$ cat config.mk
export PLATFORM = sky130hd
export DESIGN_NAME = dcache_responder
export DESIGN_NICKNAME = d
export VERILOG_FILES = /design/src/rtl/cache_pkg.sv /design/src/rtl/dcache_array.sv /design/src/rtl/dcache_responder.sv
export SDC_FILE = /design/constraint.sdc
export NUM_CORES = 1
export LEC_CHECK = 0
export CORE_MARGIN = 8
export CORE_UTILIZATION = 45
export CTS_CLUSTER_SIZE = 12
export DETAILED_ROUTE_END_ITERATION = 8
export PLACE_DENSITY = 0.67
export SLEW_MARGIN = 20
export SYNTH_ARGS = -nofsm -noshare
export SYNTH_HDL_FRONTEND = slang
export SYNTH_SLANG_ARGS = --single-unit
$ cat constraint.sdc
create_clock -name CLK -period 16.4 [get_ports CLK]
set_input_delay 3.28 -clock CLK [delete_from_list [all_inputs] [get_ports CLK]]
set_output_delay 3.28 -clock CLK [all_outputs]
set_load 0.01 [all_outputs]
$ cat src/rtl/cache_pkg.sv
// cache_pkg: shared FSM state, line frame type and sizing constants for the data cache
package cache_pkg;
  localparam int OFF_W = 2;
  localparam int DEF_SETS = 16;
  localparam int TAG_MAX = 30;
  typedef enum logic [1:0] {
    IDLE  = 2'd0,
    FILL  = 2'd1,
    WRITE = 2'd2
  } dcache_state_t;
  typedef struct packed {
    logic               valid;
    logic [TAG_MAX-1:0] tag;
    logic [31:0]        data;
  } dcache_frame_t;
endpackage

$ cat src/rtl/dcache_array.sv
// dcache_array: direct-mapped frame storage, async read, one sync write, invalidate-all on RST
module dcache_array
  import cache_pkg::*;
#(
  parameter int SETS = DEF_SETS
) (
  input  logic                    CLK,
  input  logic                    RST,
  input  logic [$clog2(SETS)-1:0] ridx,
  output dcache_frame_t           rframe,
  input  logic                    we,
  input  logic [$clog2(SETS)-1:0] widx,
  input  dcache_frame_t           wframe
);
  logic [SETS-1:0]    valid;
  logic [TAG_MAX-1:0] mem_tag  [SETS];
  logic [31:0]        mem_data [SETS];

  assign rframe = '{valid: valid[ridx], tag: mem_tag[ridx], data: mem_data[ridx]};

  // valid bits are the only reset state; reset beats a same-cycle write
  always_ff @(posedge CLK)
    if (RST) valid <= '0;
    else if (we) valid[widx] <= wframe.valid;

  // tag and data carry no reset, they are meaningless while invalid
  always_ff @(posedge CLK)
    if (we) begin
      mem_tag[widx]  <= wframe.tag;
      mem_data[widx] <= wframe.data;
    end
endmodule

$ cat src/rtl/dcache_responder.sv
// dcache_responder: direct-mapped write-through no-allocate dcache; DCACHE_STATS_EN adds hit/miss counters
module dcache_responder
  import cache_pkg::*;
#(
  parameter int SETS   = DEF_SETS,
  parameter int ADDR_W = 32
) (
  input  logic              CLK,
  input  logic              RST,
  input  logic              dREN,
  input  logic              dWEN,
  input  logic [ADDR_W-1:0] daddr,
  input  logic [31:0]       dstore,
  output logic              dhit,
  output logic [31:0]       dload,
  output logic              ramREN,
  output logic              ramWEN,
  output logic [ADDR_W-1:0] ramaddr,
  output logic [31:0]       ramstore,
  input  logic [31:0]       ramload,
  input  logic              ramwait
`ifdef DCACHE_STATS_EN
  ,
  output logic [31:0]       hit_count,
  output logic [31:0]       miss_count
`endif
);
  localparam int IDX_W = $clog2(SETS);
  localparam int WA_W  = ADDR_W - OFF_W;

  dcache_state_t      state;
  logic [WA_W-1:0]    req_addr;
  logic [31:0]        req_data;
  logic [IDX_W-1:0]   ridx;
  logic [TAG_MAX-1:0] d_tag;
  logic [TAG_MAX-1:0] req_tag;
  dcache_frame_t      rframe;
  dcache_frame_t      wframe;
  logic               we;
  logic               tag_ok;
  logic               rd_hit;
  logic               rd_miss;
  logic               fill_done;
  logic               wr_done;
  logic               unused_ok;

  assign unused_ok = ^daddr[OFF_W-1:0];
  assign d_tag     = TAG_MAX'(daddr[ADDR_W-1:OFF_W+IDX_W]);
  assign req_tag   = TAG_MAX'(req_addr[WA_W-1:IDX_W]);

  dcache_array #(.SETS(SETS)) u_array (
    .CLK   (CLK),
    .RST   (RST),
    .ridx  (ridx),
    .rframe(rframe),
    .we    (we),
    .widx  (req_addr[IDX_W-1:0]),
    .wframe(wframe)
  );

  // IDLE looks up the live request; WRITE looks up the latched one to decide on a write-hit update
  always_comb begin
    ridx      = state == IDLE ? daddr[OFF_W+IDX_W-1:OFF_W] : req_addr[IDX_W-1:0];
    tag_ok    = rframe.valid && rframe.tag == (state == IDLE ? d_tag : req_tag);
    rd_hit    = state == IDLE && dREN && !dWEN && tag_ok;
    rd_miss   = state == IDLE && dREN && !dWEN && !tag_ok;
    fill_done = state == FILL && !ramwait;
    wr_done   = state == WRITE && !ramwait;
    dhit      = rd_hit || wr_done;
    dload     = rd_hit ? rframe.data : '0;
    ramREN    = state == FILL;
    ramWEN    = state == WRITE;
    ramaddr   = state != IDLE ? {req_addr, {OFF_W{1'b0}}} : '0;
    ramstore  = state == WRITE ? req_data : '0;
    we        = fill_done || (wr_done && tag_ok);
    wframe    = '{valid: 1'b1, tag: req_tag, data: fill_done ? ramload : req_data};
  end

  // request FSM; writes win over reads, address and data are frozen for the whole access
  always_ff @(posedge CLK)
    if (RST) begin
      state    <= IDLE;
      req_addr <= '0;
      req_data <= '0;
    end else
      case (state)
        IDLE:
          if (dWEN) begin
            state    <= WRITE;
            req_addr <= daddr[ADDR_W-1:OFF_W];
            req_data <= dstore;
          end else if (rd_miss) begin
            state    <= FILL;
            req_addr <= daddr[ADDR_W-1:OFF_W];
          end
        FILL, WRITE: if (!ramwait) state <= IDLE;
        default: state <= IDLE;
      endcase

`ifdef DCACHE_STATS_EN
  // saturating counters of read hits and of read misses entering FILL
  always_ff @(posedge CLK)
    if (RST) begin
      hit_count  <= '0;
      miss_count <= '0;
    end else begin
      if (rd_hit && ~&hit_count) hit_count <= hit_count + 1'b1;
      if (rd_miss && ~&miss_count) miss_count <= miss_count + 1'b1;
    end
`endif
endmodule

* Word-level counts from Yosys, hierarchy flattened
Memory sizes are Yosys's and may differ from the RTL's.
Index checks and enable logic that the tools add are counted.
Widths: inputs -> output; s select.
** Storage, ports and cells
- Word-level logic and storage cells :: 54
- Output and inout bits :: 99
- Register bits :: 80
- Memory bits (writable) :: 928
- Memories kept :: 2
** Operators by class
- Reduce and logical (&&, ||, !) cells :: 21
- $lt $le $gt $ge :: 3
- Multiplexer cells :: 18
- Bitwise logic cells :: 1
- Equality and inequality tests :: 5
** Memories
- u_array.mem_data :: words 16, bits a word 32, read ports 1, clocked after Yosys merged registers in 0, write ports 1, line dcache_array.sv:17 : logic [31:0] mem_data [SETS];
- u_array.mem_tag :: words 16, bits a word 26, read ports 1, clocked after Yosys merged registers in 0, write ports 1, line dcache_array.sv:16 : logic [TAG_MAX-1:0] mem_tag [SETS];
** Operators with widths (count)
- $mux 32 :: 4
- $mux 30 :: 2
- $eq 30x26->1 :: 1
- $mux 26 :: 1
- $or 16x16->16 :: 1
- $lt 4x5->1 const B :: 2
- $logic_and 1x1->1 :: 9
- $mux 2 :: 3
- $reduce_and 2->1 :: 3
- $bmux 1 s4 :: 1
- $demux 1 s4 :: 1
- $ge 4x1->1 const B :: 1
- $mux 1 :: 4
- $mux 4 :: 1
- $pmux 2 s2 :: 1
- $reduce_bool 2->1 :: 2
- $logic_not 1->1 :: 3
- $ne 3x3->1 const B :: 1
- $eq 2x1->1 const B :: 1
- $eq 2x2->1 const B :: 1
- $logic_not 2->1 :: 1
- $logic_or 1x1->1 :: 2
- $ne 2x2->1 const B :: 1
- $reduce_or 2->1 :: 1

* Depth between registers and ports, before layout
- Depth after elaboration :: 10
- Depth in mapped cells :: 20

* Hierarchy
From an unflattened synthesis, not the netlist that was laid out.
** Unflattened totals
- Cell total of the unflattened synthesis :: 2254
- Area, all modules :: 42693.4 um^2
** Modules (own cells, without submodules)
- dcache_array :: instances 1, cells each 1623, area each 37908.9 um^2, seq. area each 30108.9 um^2
- dcache_responder :: instances 1, cells each 631, area each 4784.6 um^2, seq. area each 1281.2 um^2

* Worst setup path after synthesis
No wires, ideal clock.
- Kind :: input to register
- Start :: input daddr[2]
- End :: memory u_array.mem_data[1][0] (enable)
- Buffers on the path :: 6
- Setup slack :: 5.947 ns
- Stages on the path :: 14
- Data arrival time :: 9.907 ns
- Cells stage by stage :: mux2_4 > buf_8 > buf_12 > buf_8 > buf_6 > buf_4 > mux4_2 > a211oi_1 > xor2_1 > nor4_1 > and4_1 > a31oi_1 > buf_2 > nor3_1
** On the way
- Cells in the longest elaborated chain, start to end :: 8
** Ends and longest elaborated chain
- start: declaration :: line dcache_responder.sv:12 : input logic [ADDR_W-1:0] daddr,
- $mux 4 (*) :: line dcache_responder.sv:63 : ridx = state == IDLE ? daddr[OFF_W+IDX_W-1:OFF_W] : req_addr[IDX_W-1:0];
- $mem_v2 16x26 or $bmux 1 s4 (tied branches)
- $eq 30x26->1 or $mux 1 (tied branches) :: line dcache_responder.sv:64, dcache_array.sv:19
- $logic_and 1x1->1 (*) :: line dcache_responder.sv:64 : tag_ok = rframe.valid && rframe.tag == (state == IDLE ? d_tag : req_tag);
- $logic_and 1x1->1 (*) :: line dcache_responder.sv:75 : we = fill_done || (wr_done && tag_ok);
- $logic_or 1x1->1 (*) :: line dcache_responder.sv:75
- $mux 1 (*) :: line dcache_array.sv:28 : if (we) begin
- $mux 1 (not written as such) (*) :: line dcache_array.sv:30 : mem_data[widx] <= wframe.data;
- end: declaration :: line dcache_array.sv:17
Mark *: on every way between the ends. The rest lies on a longest branch, timed or not. The select of a mux whose other input is x is not followed.

* Worst setup path after layout
- Start :: input daddr[2]
- End :: output dload[31]
** On the way
- Cells in the longest elaborated chain, start to end :: 6
** Ends and longest elaborated chain
- $mux 4 (*) :: line dcache_responder.sv:63
- $mem_v2 16x26 or $bmux 1 s4 (tied branches)
- $eq 30x26->1 or $mux 1 (tied branches) :: line dcache_responder.sv:64, dcache_array.sv:19
- $logic_and 1x1->1 :: line dcache_responder.sv:64
- $logic_and 1x1->1 :: line dcache_responder.sv:65 : rd_hit = state == IDLE && dREN && !dWEN && tag_ok;
- $mux 32 (*) :: line dcache_responder.sv:70 : dload = rd_hit ? rframe.data : '0;
- end: declaration :: line dcache_responder.sv:15 : output logic [31:0] dload,
Marks and branches as above.

==> summary.txt <==
Floorplanning
  – Die area: 103,000 um^2
  – Die W: roughly 320 um
  – Starting Density: 45.4%
  – Core ar.: 91,700 um^2
  – Std-Cell Rows: 111
  – Die Y: 320 um
  – IO Pins: 200

Logic synthesis
  – Mean Syn Cell Area: between 10 and 15 um^2
  – Yosys cell types: 71
  – Share of the yosys chip area belonging to registers: a little over two thirds
  – Asr flop ratio synth: 0%
  – Post-Synthesis Cells: around 3,000
  – Post-synth top flop: edfxtp_1
  – Cell Area, Synth: 41,700 um^2
  – Synthesis-stage register bit count: 1,008
  – Ys Warns: 0
  – EDFF count, synth: 928

Hold path
  – Hold Path Class: reg2reg
  – Worst hold path cell count: 2

Timing
  – RSZ-0062 raised after global routing: false
  – Final setup viols: 0
  – Setup WS post-layout: 3.00 ns
  – Minimum clock period: 13.40 ns
  – Fin Setup TNS: 0 ns
  – Max-slew violations: 0
  – Endpoints failing hold: 0
  – Slew HR: 21.7%
  – Period Utilization, post-route: 81.7%
  – Worst Max-Slew Pin Slew: around 1.2 ns
  – Clk_skew: 0.0171 ns
  – FMAX: 74.6 MHz

Power
  – Max VDD drop: 80.6 uV
  – Pwr dens: approximately 120 nW/um^2
  – Leakage power: 15.7 nW

Setup path
  – CP Cell Sequence: clkdlybuf4s50_1 -> mux2_8 -> buf_4 -> mux4_2 -> a22o_1 -> a211oi_1 -> xor2_1 -> nor4_1 -> nand4b_1 -> or4_2 -> nor4_1 -> clkdlybuf4s50_1
  – Worst EP arrival: roughly 10 ns
  – Crit. path cell count: 12
  – Critical-path top delay cell: or4_2
  – Reg-to-Reg Start: state[0]
  – Worst setup path start: daddr[2]
  – Worst-path fanout max: 82
  – Worst Setup EP: dload[31]
  – Depth of the worst register-to-register path: 15
  – Reg-to-reg critical path endpoint: u_array.mem_data[14][12]
  – CP Buf/Inv Count: 3
  – R2r setup slk: 8.62 ns
  – Crit path launch type: input pin
  – Crit Path Category: in2out
  – Worst path required time: 13.12 ns
  – Worst path top cell family by delay: simple AND/OR/NAND/NOR gates
  – CP Capture Type: output port
  – Slowest stage delay, CP: between 1 and 1.5 ns

Run
  – Number of max-cap violations: 0

Clock tree
  – Worst-Skew Late Latency: 0.65 ns
  – CTS H-tree depth: 3
  – Hold buffer count at cts: 0
  – Root Buffer: clkbuf_16
  – Setup bufs post-CTS: 0
  – Clock Sinks: 1,008
  – Cts repair resizes: 0
  – CTS clk-pin slew, worst paths: 0.06 ns
  – CTS tree: yes
  – CTS Buffer Depth: 3
  – CTS buffer count: approximately 100

GRT
  – Grt total ovfl: 0
  – Global Route Usage Sum: 21.0%
  – Vias in the first global route: 25,700
  – Initial antenna violation count: 2
  – Global-route wire length before repair: 165,000 um
  – Largest net degree at the start of global routing: 238

Route
  – WL/cell: around 26 um
  – Post-Route WL: roughly 110,000 um
  – Pre-Repair DR Iteration Count: 6
  – Iter 0 DRT Violations: just under 3,000
  – DRC: 0
  – Via count: roughly 26,000
  – Routed Antenna Nets: 0
  – Vias/cell: 5.99

Placement
  – GPL Wtd Cong: 0.815
  – HPWL after DPL: 58,900 um
  – Dpl ws: 2.94 ns
  – Count of input and output buffers: 195

Cells and area
  – Area Overhead vs Synth: 14.5%
  – Share of layout cells above drive strength 1: 10.4%
  – Nets: 3,207
  – N_diodes: 0

Run status
  – Status: complete, no violations
[metal layers]
metal	part of all wire (%)	global-route usage, %	vias to the layer above
met2	50	35.8	1131
met4	2.9	7.36	0
met1	40	27.6	13200
li1	-	-	11600
met5	0	0	-
met3	7.1	2.76	218
[layout by cell type, fill, tap and decap left out, types with 15 or more instances in the layout]
| cell type | netlist | layout |
|---|---|---|
| mux2i_1 | 58 | 54 |
| nor3_1 | 49 | 33 |
| nor2b_1 | 30 | 29 |
| nor2_1 | 15 | 15 |
| nand4_1 | 18 | 18 |
| a31oi_1 | 35 | 34 |
| o2111ai_1 | 31 | 31 |
| nor3_2 | 0 | 16 |
| nor4_1 | 37 | 37 |
| nand3_1 | 142 | 142 |
| a21oi_1 | 66 | 66 |
| clkbuf_1 | 153 | 43 |
| mux4_2 | 64 | 64 |
| buf_4 | 9 | 55 |
| clkdlybuf4s50_1 | 0 | 194 |
| o311ai_1 | 28 | 28 |
| mux2_2 | 38 | 37 |
| clkbuf_16 | 0 | 104 |
| nand2_1 | 733 | 731 |
| dfxtp_1 | 80 | 80 |
| xnor2_1 | 19 | 19 |
| and2_1 | 34 | 32 |
| and3_1 | 65 | 65 |
| a311oi_1 | 128 | 128 |
| edfxtp_1 | 928 | 928 |
[cell usage after synthesis (all sizes together), types with 12 or more instances]
cell type	count	area (um^2)
mux2	40	458
and2	34	213
nor3	49	245
o311ai	31	272
o41ai	14	123
edfxtp	928	27900
o21ai	12	60.1
a311oi	128	1120
a21oi	67	339
clkbuf	153	574
dfxtp	80	1600
and3	65	407
xnor2	19	166
nor4	38	253
nand4	18	113
nand3	142	711
nor2b	30	188
a31oi	35	219
buf	72	503
o2111ai	31	272
mux4	74	1700
nor2	15	56.3
mux2i	58	581
nand2	734	2760
[state kept, by name (all words and copies together) (netlist names)]
register and count:
u_array.mem_tag 416, req_addr 30, u_array.mem_data 512, req_data 32, u_array.valid 16, state 2
[cell type report]
cell class / count / area [um^2]
Inverter: 6 / 23.8
Sequential cell: 1008 / 29500
Clock buffer: 152 / 2830
Clock inverter: 30 / 195
Fill cell: 7494 / 44000
Timing Repair Buffer: 253 / 2420
Tap cell: 1186 / 1480
Multi-Input combinational cell: 1731 / 11300
[tightest hold or removal path, delay by kind of cell (launching register included)]
kind | cells | cell delay, ns
flops | 1 | 0.32
simple gates | 1 | 0.05
compound gates | 1 | 0.05
[cells by family (layout without fill, tap and decap cells)]
logic type	count (synthesis)	in the layout	share of synthesized area, %
AND/OR/NAND/NOR	1159	1159	12.5
flip-flops	1008	1008	70.8
AO/OA/AOI/OAI	369	369	6.79
buffers and inverters	236	441	2.75
multiplexers	172	172	6.58
XOR/XNOR	26	26	0.547
adder cells (fa/ha/maj)	3	3	0.0901
other	1	2	0.00900
[worst min path at each step]
stage	to	from	slack, ns
after floorplan	u_array.valid[0]	u_array.valid[0]	0.41
after global placement	u_array.valid[14]	u_array.valid[14]	0.42
after detailed placement	u_array.valid[12]	u_array.valid[12]	0.43
after CTS	u_array.valid[12]	u_array.valid[12]	0.45
after global routing	u_array.valid[7]	u_array.valid[7]	0.47
final	u_array.valid[14]	u_array.valid[14]	0.45
[stage by stage]
step           utilization (%)  cells  hold WS, ns  cell area [um^2]  total power [W]
2_1_floorplan                -   2975        0.414             41700          0.00352
3_3_place_gp              48.7   4184        0.424             44700          0.00378
3_5_place_dp              48.7   4184        0.429             44700          0.00379
4_1_cts                   52.0   4366        0.449             47700          0.00591
5_1_grt                   52.0   4366        0.475             47700          0.00607
6_report                  52.0   4366        0.453             47700          0.00588
[where the power goes]
group / switching, W / total [W] / internal (W)
sequential: 0.0000559 / 0.00293 / 0.00288
clock: 0.000934 / 0.00214 / 0.00121
combinational: 0.000528 / 0.000807 / 0.000279
Power figures use the tool's default switching activity.
